### src/rtl/sim_read_sequencer.sv
// Sequences one Main_SIM read: power-off guard, enable, timed wait with retry,
// 160-bit capture and status reporting. Optional auto-poll under SIM_SEQ_POLL_EN.
module sim_read_sequencer #(
  parameter int GUARD_CYCLES   = 1000,
  parameter int TIMEOUT_CYCLES = 50000000,
  parameter int MAX_RETRY      = 2,
  parameter int POLL_CYCLES    = 50000000
) (
  input  logic         clk,
  input  logic         reset_n,
  input  logic         start,
  input  logic         abort,
  input  logic [1:0]   dw_in,
`ifdef SIM_SEQ_POLL_EN
  input  logic         poll_en,
`endif
  output logic         busy,
  output logic         done,
  output logic         err,
  output logic [1:0]   err_code,
  output logic [2:0]   retry_cnt,
  output logic         data_valid,
  output logic [159:0] data_out,
  output logic         sc_en,
  output logic [1:0]   sc_dw,
  input  logic         sc_done,
  input  logic [159:0] sc_data
);

  localparam logic [2:0] S_IDLE    = 3'd0;
  localparam logic [2:0] S_GUARD   = 3'd1;
  localparam logic [2:0] S_WAIT    = 3'd2;
  localparam logic [2:0] S_RELEASE = 3'd3;
  localparam logic [2:0] S_FAIL    = 3'd4;

  localparam int TW = $clog2(TIMEOUT_CYCLES + 1);
  localparam int GW = $clog2(GUARD_CYCLES + 2);
  localparam logic [TW-1:0] TIMER_LOAD = TW'(TIMEOUT_CYCLES);
  localparam logic [GW-1:0] GUARD_LOAD = GW'(GUARD_CYCLES);
  localparam logic [2:0]    RETRY_MAX  = 3'(MAX_RETRY);

  logic [2:0]    state_reg;
  logic [TW-1:0] timer_reg;
  logic [GW-1:0] guard_cnt_reg;
  logic          busy_reg, done_reg, err_reg, data_valid_reg, sc_en_reg;
  logic [1:0]    err_code_reg, sc_dw_reg;
  logic [2:0]    retry_cnt_reg;
  logic [159:0]  data_out_reg;
  logic          start_int;

`ifdef SIM_SEQ_POLL_EN
  localparam int PW = $clog2(POLL_CYCLES + 2);
  localparam logic [PW-1:0] POLL_LOAD = PW'(POLL_CYCLES);

  logic [PW-1:0] poll_cnt_reg;
  logic          poll_start;

  assign poll_start = (state_reg == S_IDLE) && poll_en && (poll_cnt_reg == '0);
  assign start_int  = start | poll_start;

  // Reload on any accepted start and while polling is disabled; count only in IDLE.
  always_ff @(posedge clk or negedge reset_n) begin
    if (!reset_n) begin
      poll_cnt_reg <= '0;
    end else if (!poll_en || ((state_reg == S_IDLE) && start_int)) begin
      poll_cnt_reg <= POLL_LOAD;
    end else if ((state_reg == S_IDLE) && (poll_cnt_reg != '0)) begin
      poll_cnt_reg <= poll_cnt_reg - PW'(1);
    end
  end
`else
  assign start_int = start;
`endif

  always_ff @(posedge clk or negedge reset_n) begin
    if (!reset_n) begin
      state_reg      <= S_IDLE;
      timer_reg      <= '0;
      guard_cnt_reg  <= '0;
      busy_reg       <= 1'b0;
      done_reg       <= 1'b0;
      err_reg        <= 1'b0;
      err_code_reg   <= 2'b00;
      retry_cnt_reg  <= 3'd0;
      data_valid_reg <= 1'b0;
      data_out_reg   <= '0;
      sc_en_reg      <= 1'b0;
      sc_dw_reg      <= 2'b00;
    end else begin
      done_reg <= 1'b0;
      if (state_reg == S_IDLE) begin
        if (start_int) begin
          sc_dw_reg      <= dw_in;
          retry_cnt_reg  <= 3'd0;
          busy_reg       <= 1'b1;
          err_reg        <= 1'b0;
          err_code_reg   <= 2'b00;
          data_valid_reg <= 1'b0;
          guard_cnt_reg  <= GUARD_LOAD;
          timer_reg      <= TIMER_LOAD;
          state_reg      <= S_GUARD;
        end
      end else if (abort) begin
        // Abort takes priority over any completion or timeout seen this cycle.
        sc_en_reg    <= 1'b0;
        err_reg      <= 1'b1;
        err_code_reg <= 2'b11;
        busy_reg     <= 1'b0;
        done_reg     <= 1'b1;
        state_reg    <= S_IDLE;
      end else begin
        case (state_reg)
          S_GUARD: begin
            sc_en_reg <= 1'b0;
            if (guard_cnt_reg != '0) begin
              guard_cnt_reg <= guard_cnt_reg - GW'(1);
            end else if (!sc_done) begin
              sc_en_reg <= 1'b1;
              timer_reg <= TIMER_LOAD;
              state_reg <= S_WAIT;
            end else if (timer_reg == '0) begin
              err_code_reg <= 2'b01;
              state_reg    <= S_FAIL;
            end else begin
              timer_reg <= timer_reg - TW'(1);
            end
          end
          S_WAIT: begin
            if (sc_done) begin
              data_out_reg   <= sc_data;
              data_valid_reg <= 1'b1;
              sc_en_reg      <= 1'b0;
              timer_reg      <= TIMER_LOAD;
              state_reg      <= S_RELEASE;
            end else if (timer_reg == '0) begin
              sc_en_reg <= 1'b0;
              if (retry_cnt_reg < RETRY_MAX) begin
                retry_cnt_reg <= retry_cnt_reg + 3'd1;
                guard_cnt_reg <= GUARD_LOAD;
                timer_reg     <= TIMER_LOAD;
                state_reg     <= S_GUARD;
              end else begin
                err_code_reg <= 2'b10;
                state_reg    <= S_FAIL;
              end
            end else begin
              timer_reg <= timer_reg - TW'(1);
            end
          end
          S_RELEASE: begin
            if (!sc_done) begin
              busy_reg  <= 1'b0;
              done_reg  <= 1'b1;
              state_reg <= S_IDLE;
            end else if (timer_reg == '0) begin
              err_code_reg <= 2'b01;
              state_reg    <= S_FAIL;
            end else begin
              timer_reg <= timer_reg - TW'(1);
            end
          end
          S_FAIL: begin
            sc_en_reg <= 1'b0;
            err_reg   <= 1'b1;
            busy_reg  <= 1'b0;
            done_reg  <= 1'b1;
            state_reg <= S_IDLE;
          end
          default: begin
            state_reg <= S_IDLE;
          end
        endcase
      end
    end
  end

  assign busy       = busy_reg;
  assign done       = done_reg;
  assign err        = err_reg;
  assign err_code   = err_code_reg;
  assign retry_cnt  = retry_cnt_reg;
  assign data_valid = data_valid_reg;
  assign data_out   = data_out_reg;
  assign sc_en      = sc_en_reg;
  assign sc_dw      = sc_dw_reg;

endmodule

### config.mk
export PLATFORM = sky130hd
export DESIGN_NAME = sim_read_sequencer
export DESIGN_NICKNAME = d
export VERILOG_FILES = /design/src/rtl/sim_read_sequencer.sv
export SDC_FILE = /design/constraint.sdc
export NUM_CORES = 1
export LEC_CHECK = 0
export CORE_MARGIN = 2
export CORE_UTILIZATION = 40
export CTS_CLUSTER_SIZE = 12
export DETAILED_ROUTE_END_ITERATION = 8
export DONT_BUFFER_PORTS = 1
export HOLD_SLACK_MARGIN = 0.12
export MAX_ROUTING_LAYER = met4
export PLACE_DENSITY = 0.63
export SLEW_MARGIN = 0
export SYNTH_ARGS = -nofsm -noshare
export SYNTH_HDL_FRONTEND = slang
export SYNTH_SLANG_ARGS = --single-unit
### constraint.sdc
create_clock -name clk -period 3.3 [get_ports clk]
set_input_delay 0.66 -clock clk [delete_from_list [all_inputs] [get_ports clk]]
set_output_delay 0.66 -clock clk [all_outputs]
set_load 0.01 [all_outputs]
After elaboration in Yosys (flattened, before gate mapping):

Cells that the tools add are included.

* add/subtract/negate cells: 3
* mux-type cells: 69
* bitwise logic cells: 2
* reduce and logical (&&, ||, !) cells: 24
* equality and inequality tests: 21
* magnitude comparators: 1

Operator list (number)
* $mux 26: 10
* $pmux 26 s3: 1
* $mux 10: 7
* $mux 3: 17
* $logic_not 26->1: 1
* $sub 26x1->26 const B: 1
* $ne 4x4->1 const B: 6
* $pmux 10 s2: 1
* $mux 1: 19
* $mux 2: 9
* $ne 3x3->1 const B: 6
* $reduce_and 6->1: 3
* $reduce_bool 4->1: 3
* $ne 5x5->1 const B: 2
* $reduce_bool 10->1: 1
* $sub 10x1->10 const B: 1
* $pmux 3 s3: 1
* $reduce_and 3->1: 3
* $reduce_and 4->1: 2
* $reduce_bool 2->1: 4
* $reduce_and 7->1: 1
* $eq 3x2->1 const B: 2
* $pmux 2 s3: 1
* $reduce_bool 3->1: 2
* 12 further kinds: 16

* register bits: 211
* input bits: 167

Logic depth before layout (Yosys ltp):

Gate-level depths: netlist of the first run.

* depth in word-level cells: 7
* depth in mapped cells: 13
* gate-level depth less buffers: 12

Least setup slack after synthesis of the first run:

Ideal clock, no wire load.

* path kind: input to register
* start: input port abort
* end: register timer_reg[25]
* stages: 6
* data required time: 3.179 ns
* path buffers: 1
* setup time: 0.121 ns
* data arrival time: 2.191 ns
* setup slack: 0.988 ns
* cells stage by stage: clkbuf_1 > a221oi_1 > nand4_1 > a21oi_1 > o31ai_1 > a22o_1

* word-level cells in the longest chain between the ends: 2

Ends and longest elaborated chain
* start, declared: line 12 `input logic abort,`
* $ne 2x1->1 (no source line)
* $reduce_and 6->1 (no source line)
* end signal, assigned: line 125 `timer_reg <= timer_reg - TW'(1);`
* end signal, assigned: line 147 `timer_reg <= timer_reg - TW'(1);`
* end signal, assigned: line 159 `timer_reg <= timer_reg - TW'(1);`
* end, declared: line 43 `logic [TW-1:0] timer_reg;`

Every way passes these cells.
A chain may end at the register's enable or synchronous reset.

Final worst setup path of the first run:

* start: register guard_cnt_reg[0]
* end: register state_reg[0]

* word-level cells in the longest chain between the ends: 3

Ends and longest elaborated chain
* start, declared: line 44 `logic [GW-1:0] guard_cnt_reg;`
* start signal, assigned: line 116 `guard_cnt_reg <= guard_cnt_reg - GW'(1);`
* $reduce_bool 10->1: line 115 `if (guard_cnt_reg != '0) begin`
* $ne 4x4->1 (no source line)
* $reduce_and 3->1 (no source line)
* end signal, assigned: line 110 `state_reg <= S_IDLE;`
* end signal, assigned: line 120 `state_reg <= S_WAIT;`
* end signal, assigned: line 123 `state_reg <= S_FAIL;`
* end, declared: line 42 `logic [2:0] state_reg;`

Every way passes these cells.

==> results.md, run 1 <==
Outcome:
- The checks that failed: negative hold slack.
- The flow ran to the end, but the final reports show violations.

Die:
- 339 I/O pins were placed.
- The initialized floorplan defines 55 standard-cell rows.
- The die outline height is 155 um.
- The overall die width is 155 um.
- The floorplan die area is 23900 um2.
- The effective utilization at floorplan is 40.4%.
- After floorplanning, the core was sized to cover 22400 um2.

Clocking:
- The number of buffers inserted by post-CTS setup repair is 0.
- Counting the buffers created by CTS gives 24.
- The clock passes through at most 3 buffers.
- The clock-pin slew on the worst setup and hold paths is 0.06 ns.
- The latest clock arrival within the worst-skew pair is 0.50 ns.
- The clock tree root buffer cell is clkbuf_16.
- The maximum level of the CTS H-tree is 1.
- Post-CTS repair changed the size of 0 cells.
- The clock net in this run drives a total of 211 sinks.
- The CTS tree is yes.

Critical path:
- The worst stage delay on the critical path is 0.42 ns.
- The kind of end point of the critical path is a flip-flop.
- The type of origin of the critical path is a flip-flop.
- Walking the worst path, the cells encountered are inv_1 > ha_1 > nor4b_2 > nand3_1 > nand3b_1 > a21boi_0 > o21ai_0 > o31ai_1.
- The largest individual stage delay along the critical path comes from the cell a21boi_0.
- At the worst endpoint, the required time is 3.69 ns.
- The register-to-register path setup slack is 0.62 ns.
- The worst setup path is of the flip-flop to flip-flop kind.
- The maximum fanout along the worst path is 11.
- At the worst endpoint, the arrival time is 3.07 ns.

Logic synthesis:
- The synthesized-area fraction occupied by ao, oa, aoi and oai cells is 8.89%.
- Synthesis instantiated 61 different standard cells from the library.
- For this run, the number of Yosys warnings is 0.
- The net count of the mapped netlist is 880.
- The share of synthesized cell area in full adder, half adder and majority cells is 0.690%.
- Counting flops and latches in the post-synthesis netlist gives 211.
- Counting every instance in the synthesized netlist gives 708.
- Summed over all instances, the cell type with the most area after synthesis is dfrtp_1.
- The synthesized design contains 0 enable-type register cells.
- The share of async-settable or async-resettable flops after synthesis is 100%.
- After synthesis, the largest family of logic cells by area is multiplexers.
- The mapped netlist covers 9060 um2.
- After Yosys synthesis, and, or, nand and nor cells account for 9.28% of the synthesized area.
- The part of the Yosys area used for sequential elements is 58.3%.
- The mean instance size in the synthesized netlist is 12.8 um2.
- After Yosys synthesis, XOR and XNOR cells account for 0.193% of the synthesized area.
- In the post-synthesis netlist, the cell with the most instances is dfrtp_1.
- The dominant register cell in the synthesized netlist is dfrtp_1.
- The commonest cells after synthesis are dfrtp_1 (211), mux2_2 (163), o21ai_0 (35), nand2_1 (29), nor2_1 (28).
- The mux contribution to synthesized area is 20.3%.
- The proportion of netlist area held by the largest area contributor is 58.3%.
- Yosys attributes the largest share of cell area to dfrtp_1 (58%), mux2_2 (20%), o21ai_0 (1.9%).

Routing:
- The overall routed net length is 21.6 mm.
- For this run, design rule violations remaining after detail routing come to 0.
- The detail route stage leaves a number of antenna-violating nets equal to 0.
- The violation count after the first detailed-routing iteration is 382.
- The via count normalized by instance count is 5.80.
- The mean routed wirelength per cell is 21.5 um.
- The first-pass iteration count of the detailed router is 5.
- The routed layout has 5830 vias.

STA:
- Based on the critical path, the design can be clocked at up to 0.374 GHz.
- Adding up every negative setup slack in the final design gives 0 ns.
- The transition time at the pin with the least slew margin is 1.01 ns.
- On the final layout, the worst hold slack is -0.142 ns.
- The minimum period implied by the final worst setup slack is 2.68 ns.
- The number of pins exceeding their max-slew limit in the final report is 0.
- Setup repair after global routing left no endpoint under its margin.
- Of the available clock period, the critical path in the final layout requires 81.1%.
- The count of endpoints failing hold in the final timing report is 211.
- The final number of setup-violating endpoints is 0.
- Headroom to the max-slew limit came out at 32.8%.
- Between clock sinks in the finished design, the worst skew comes to 0.0125 ns.

Min path:
- The classification of the worst-slack hold path is input port to async pin.

Global routing:
- The leftover overflow at the end of global routing is 0.
- The number of antenna violations at the first check in global routing is 0.
- Global routing used 29.6% of the available met2 tracks.
- The combined global-route utilization of all metal layers is 17.9%.
- The layer with the highest usage is met2.
- The number of global-route vias before repair was 6207.
- The fraction of met1 tracks used by global routing is 21.9%.
- The first global-routing pass estimated 33.6 mm of wire.
- Entering global routing, the biggest net connects 212 pins.
- The met3 track demand over resource is 4.34%.

Power:
- The maximum resistive drop on vdd is 0.320 mV.
- In this run the power density over the cells is 673 nW/um2.
- The combinational fraction of design power is 14.5%.
- The cell internal power dissipation is 4.99 mW.
- Of the total power, registers draw 44.8%.
- The power spent charging and discharging nets is 1.87 mW.
- Summed over all cells, the static leakage comes to 4.76 nW.
- The clock network burns 40.7% of the power.
- Net switching is 27.2% of the power.

Cells and area:
- The number of non-filler instances in the completed layout is 1005.
- Cells with a size suffix above 1 make up 31.0% of the layout.
- Summing all non-filler instances in the final layout gives an area of 10200 um2.
- The number of flip-flops under the largest register name is 160.
- The final-stage net count is 879.
- The signed area change from the synthesized netlist to the final layout is 12.5%.
- 0 antenna diodes ended up in the layout.

Placed design:
- Counting tap cells, the placed design contains a total of 966 instances.
- The placed standard-cell area is 9350 um2.
- The number of buffers inserted by port buffering is 0.
- The post-detailed-placement half-perimeter wirelength is 15.0 mm.
- The weighted congestion at the end of routability-driven global placement is 0.872.

Run:
- The max-capacitance violation count is 0.
[metal layers]
| layer | routed length [um] | up-vias |
|---|---|---|
| met2 | 11100 | 292 |
| met5 | 0 | - |
| met1 | 8500 | 2926 |
| li1 | - | 2569 |
| met4 | 527 | 0 |
| met3 | 1520 | 43 |
[final timing paths]
path,startpoint,end,cells past startpoint
min,reset_n,data_out[111]$_DFFE_PN0P_,0
min in group clk,abort,state_reg[2]$_DFFE_PN0P_,1
max in group asynchronous,reset_n,data_out[17]$_DFFE_PN0P_,0
min reg2reg,guard_cnt_reg[9]$_DFFE_PN0P_,guard_cnt_reg[9]$_DFFE_PN0P_,1
max reg2reg,guard_cnt_reg[0]$_DFFE_PN0P_,state_reg[0]$_DFFE_PN0P_,8
max,guard_cnt_reg[0]$_DFFE_PN0P_,state_reg[0]$_DFFE_PN0P_,8
[cell usage in the layout (no fill, tap or decap), types with 8 or more instances in the layout]
master     Yosys  final
nor2_1        28     27
inv_1         14     14
clkbuf_16      0     25
nand3_1       10     10
a31oi_1        8      8
a21oi_1       27     27
mux2_2       163    163
nor3_1        25     25
a21o_1        10     10
nand4_1        8      8
nand2_1       29     29
o21ai_0       35     35
nand2b_1       8      8
o31ai_1        8      8
dfrtp_1      211    211
[metrics by stage]
stage	power, mW	hold WS [ns]	util [%]	worst slack, ns
6_report	6.86	-0.142	45.4	0.623
5_1_grt	7.19	-0.172	45.4	0.375
4_1_cts	6.92	-0.170	45.4	0.673
3_5_place_dp	4.09	0.368	41.7	0.703
3_3_place_gp	4.04	0.368	41.7	0.848
2_1_floorplan	3.82	0.364	-	0.988
[area by class of cell]
| class | count | area [um2] |
|---|---|---|
| fill | 1962 | 12200 |
| sequential | 211 | 5280 |
| clock inverter | 7 | 140 |
| timing repair buffer | 9 | 92.6 |
| inverter | 14 | 52.6 |
| multi-input combinational | 447 | 3570 |
| clock buffer | 32 | 702 |
| tap | 285 | 357 |
[critical path: cells and delay by family, from the launching register on]
family | cells | cell delay (ns)
simple gates | 3 | 0.98
compound gates | 3 | 0.93
buf+inv | 1 | 0.07
flops | 1 | 0.40
fa+ha+maj | 1 | 0.19
[power by group through the flow]
stage | clock (mW) | sequential (mW) | combinational [mW]
2_1_floorplan | 0 | 3.01 | 0.806
3_3_place_gp | 0 | 3.10 | 0.944
3_5_place_dp | 0 | 3.11 | 0.978
4_1_cts | 2.86 | 3.07 | 0.985
5_1_grt | 2.98 | 3.10 | 1.12
6_report | 2.79 | 3.07 | 0.993
[cells by family (layout without fill, tap and decap cells)]
| group | count (synthesis) | in the layout |
|---|---|---|
| AO/OA/AOI/OAI | 126 | 126 |
| XOR/XNOR | 2 | 2 |
| adder cells (fa/ha/maj) | 5 | 5 |
| buffers and inverters | 50 | 62 |
| flip-flops | 211 | 211 |
| multiplexers | 163 | 163 |
| AND/OR/NAND/NOR | 151 | 151 |
Power figures use the tool's default switching activity.
==> run 2, diff against run 1 <==
==> constraint.sdc (replaced) <==
create_clock -name clk -period 2.7 [get_ports clk]
set_input_delay 0.54 -clock clk [delete_from_list [all_inputs] [get_ports clk]]
set_output_delay 0.54 -clock clk [all_outputs]
set_load 0.01 [all_outputs]
==> run 2 against run 1 <==
Net effect:
- the flow still finishes with violations (negative hold slack)
- sequential power grew 22%
- non-clock buffer count grew 17
- cell area grew 1.4%
- critical path type unchanged
==> results.md, run 2 (synthesized netlist as in run 1, its figures left out) <==
Outcome:
- The run finished, with violations left.
- The checks that failed: negative hold slack.

Placed design:
- The number of buffers inserted by port buffering is 0 (unchanged).
- The placed cell count is 982 (+1.7%).
- The weighted congestion at the end of routability-driven global placement came to 0.905 (+3.9%).
- The post-detailed-placement half-perimeter wirelength came to 15.5 mm (+2.9%).

Cells and area:
- The multi-input combinational cell area is 3570 um2 (unchanged).
- The number of non-filler instances in the completed layout is 1024 (+1.9%).
- The number of flip-flops under the largest register name is 160 (unchanged).
- The top cell types in the final layout, fill and taps aside, are dfrtp_1 (210), mux2_2 (163), o21ai_0 (35).
- The share of cells above drive strength 1 is 32.3% (+1.4 points).
- The final-stage net count came to 896 (+1.9%).
- The area taken by flip-flops and latches came to 5280 um2 (about the same).
- The number of antenna diodes came to 0 (unchanged).
- The final design utilization is 46.1% (+0.64 points).
- The count of filler cells inserted in the layout is 1972 (+0.51%).
- The library cell used most frequently in the layout, excluding fill and tap cells, is dfrtp_1.
- Relative to the synthesized area, the layout overhead comes to 14.0%.

Clocking:
- The clock tree root buffer cell is clkbuf_16.
- The clock-pin slew on the worst setup and hold paths is 0.06 ns (about the same).
- The total CTS buffers is 24 (unchanged).
- The number of buffers inserted by post-CTS setup repair is 0 (unchanged).
- The latest clock arrival within the worst-skew pair was 0.51 ns (about the same).
- The maximum clock insertion buffer count is 3 (unchanged).
- TritonCTS built the clock tree.
- The clock net sink count is 211 (unchanged).
- The maximum level of the CTS H-tree was 1 (unchanged).
- The total of hold buffers inserted after clock tree synthesis is 1.

Global routing:
- The leftover overflow at the end of global routing is 0 (unchanged).
- The largest net degree at the start of global routing is 212 (unchanged).
- The number of antenna violations at the first check in global routing was 0 (unchanged).
- The wire length of the first global-routing pass is 34.3 mm (+2.0%).
- The combined global-route utilization of all metal layers is 18.4% (+0.51 points).
- The number of global-route vias before repair came to 6383 (+2.8%).

Critical path:
- The endpoint required time on the critical path came to 3.14 ns (-0.55 ns).
- The maximum fanout along the worst path was 7 (-4).
- The worst setup path is of the flip-flop to flip-flop kind.
- The type of origin of the critical path is a flip-flop.
- The endpoint arrival time on the critical path came to 2.90 ns (-0.17 ns).
- The register-to-register path setup slack is 0.24 ns (-0.38 ns).
- The kind of end point of the critical path is a flip-flop.

STA:
- The worst hold slack is -0.272 ns (-0.130 ns).
- The final setup skew is 0.0152 ns (+0.00276 ns).
- The transition time at the pin with the least slew margin was 0.987 ns (-0.0191 ns).
- The summed negative setup slack over all endpoints is 0 ns (unchanged).
- The number of pins exceeding their max-slew limit in the final report was 0 (unchanged).
- The count of endpoints failing hold in the final timing report is 211 (unchanged).
- The final period utilization came to 91.1% (+10 points).
- The relative slew slack is 34.1% (+1.3 points).
- The final number of setup-violating endpoints came to 0 (unchanged).
- The fmax is 0.406 GHz (+8.8%).
- The minimum period implied by the final worst setup slack came to 2.46 ns (-0.216 ns).
- Setup repair after global routing left no endpoint under its margin.

Power:
- The maximum resistive drop on vdd was 0.438 mV (+37%).
- The sum of internal, switching and leakage power was 8.45 mW (+23%).
- The static power due to leakage is 4.84 nW (+1.8%).
- The power density over cell area was 818 nW/um2 (+22%).

Routing:
- The routed via count came to 5944 (+2.0%).
- The detailed-route DRC error count was 0 (unchanged).
- The first-pass iteration count of the detailed router was 5 (unchanged).
- The mean routed wirelength per cell came to 21.4 um (-0.34%).
- The number of nets still failing antenna checks after routing is 0 (unchanged).
- The overall routed net length is 22.0 mm (+1.5%).
- The violation count after the first detailed-routing iteration is 580 (+52%).
- The via count normalized by instance count is 5.80 (about the same).

Die:
- The number of I/O pins came to 339 (unchanged).
- The die outline height is 155 um (unchanged).
- The effective utilization at floorplan is 40.4% (unchanged).
- The number of rows created at floorplan was 55 (unchanged).
- The overall die width is 155 um (unchanged).
- The placeable core area is 22400 um2 (unchanged).
- The floorplan die area came to 23900 um2 (unchanged).

Min path:
- The min-delay analysis places its worst path in the category input port to async pin.

Run:
- The max-capacitance violation count came to 0 (unchanged).
-- run 2: cell count changes in the layout (fill, tap and decap cells not counted), sizes merged --
cell	change
clkinvlp	-1
dlygate4sd3	+1
buf	+16
clkbuf	+1
clkinv	+2
-- run 2: routing by layer --
layer / vias to the layer above / global-route usage [%] / share of wire [%]
met5: - / - / 0
met3: 51 / 4.20 / 7.7
met1: 2961 / 22.0 / 39
met2: 306 / 30.5 / 51
li1: 2626 / - / -
met4: 0 / 6.83 / 2.7
-- run 2: per-stage QoR --
| stage | hold WS, ns | worst slack, ns | instance area, um2 |
|---|---|---|---|
| finish | -0.272 | 0.239 | 10300 |
| global route | -0.301 | 0.00513 | 10300 |
| CTS | -0.291 | 0.225 | 10300 |
| detailed placement | 0.248 | 0.233 | 9500 |
| global placement | 0.248 | 0.359 | 9500 |
| floorplan | 0.244 | 0.398 | 9060 |
-- run 2: where the power goes --
part           total (mW)  internal, mW  switching (mW)
logic                1.33         0.572           0.761
clock network        3.38          2.14            1.24
registers            3.74          3.41           0.330
total                8.45          6.13            2.33
-- run 2: final timing paths --
check / startpoint / to / cells after the start
worst max-delay path: guard_cnt_reg[0]$_DFFE_PN0P_ / timer_reg[10]$_DFFE_PN0P_ / 8
worst min-delay path: reset_n / data_out[119]$_DFFE_PN0P_ / 0
worst max register to register: guard_cnt_reg[0]$_DFFE_PN0P_ / timer_reg[10]$_DFFE_PN0P_ / 8
worst min register to register: timer_reg[10]$_DFFE_PN0P_ / timer_reg[10]$_DFFE_PN0P_ / 1
max in group asynchronous: reset_n / data_out[49]$_DFFE_PN0P_ / 0
min in group clk: abort / done$_DFF_PN0_ / 1
-- run 2: cell type report --
| class | instances | area share [%] |
|---|---|---|
| Sequential cell | 211 | 51.1 |
| Multi-Input combinational cell | 447 | 34.5 |
| Clock buffer | 33 | 6.63 |
| Tap cell | 285 | 3.45 |
| Timing Repair Buffer | 26 | 2.40 |
| Clock inverter | 8 | 1.38 |
| Inverter | 14 | 0.508 |
-- run 2: repair_timing --
| item | 4_1_cts | 5_1_grt |
|---|---|---|
| endpoints found under the setup margin | 0 | 4 |
| gates resized for setup | 0 | 2 |
| endpoints found under the hold margin | 212 | 211 |
-- run 2: critical path, stage by stage (launching register included) --
cell and delay (ns):
dfrtp_1 0.40, inv_1 0.07, ha_1 0.18, nor4b_2 0.37, a31o_2 0.25, nand4_1 0.23
nand3b_4 0.27, or4_1 0.48, o21ai_1 0.12
==> run 3, diff against run 2 <==
--- a/config.mk
+++ b/config.mk
@@ -5,6 +5,7 @@
 export SDC_FILE = /design/constraint.sdc
 export NUM_CORES = 1
 export LEC_CHECK = 0
+export ABC_CLOCK_PERIOD_IN_PS = 2700
 export CORE_MARGIN = 2
 export CORE_UTILIZATION = 40
 export CTS_CLUSTER_SIZE = 12
==> results of run 3 <==
Same layout as run 2: the final DEF is identical, and so are final timing and power.
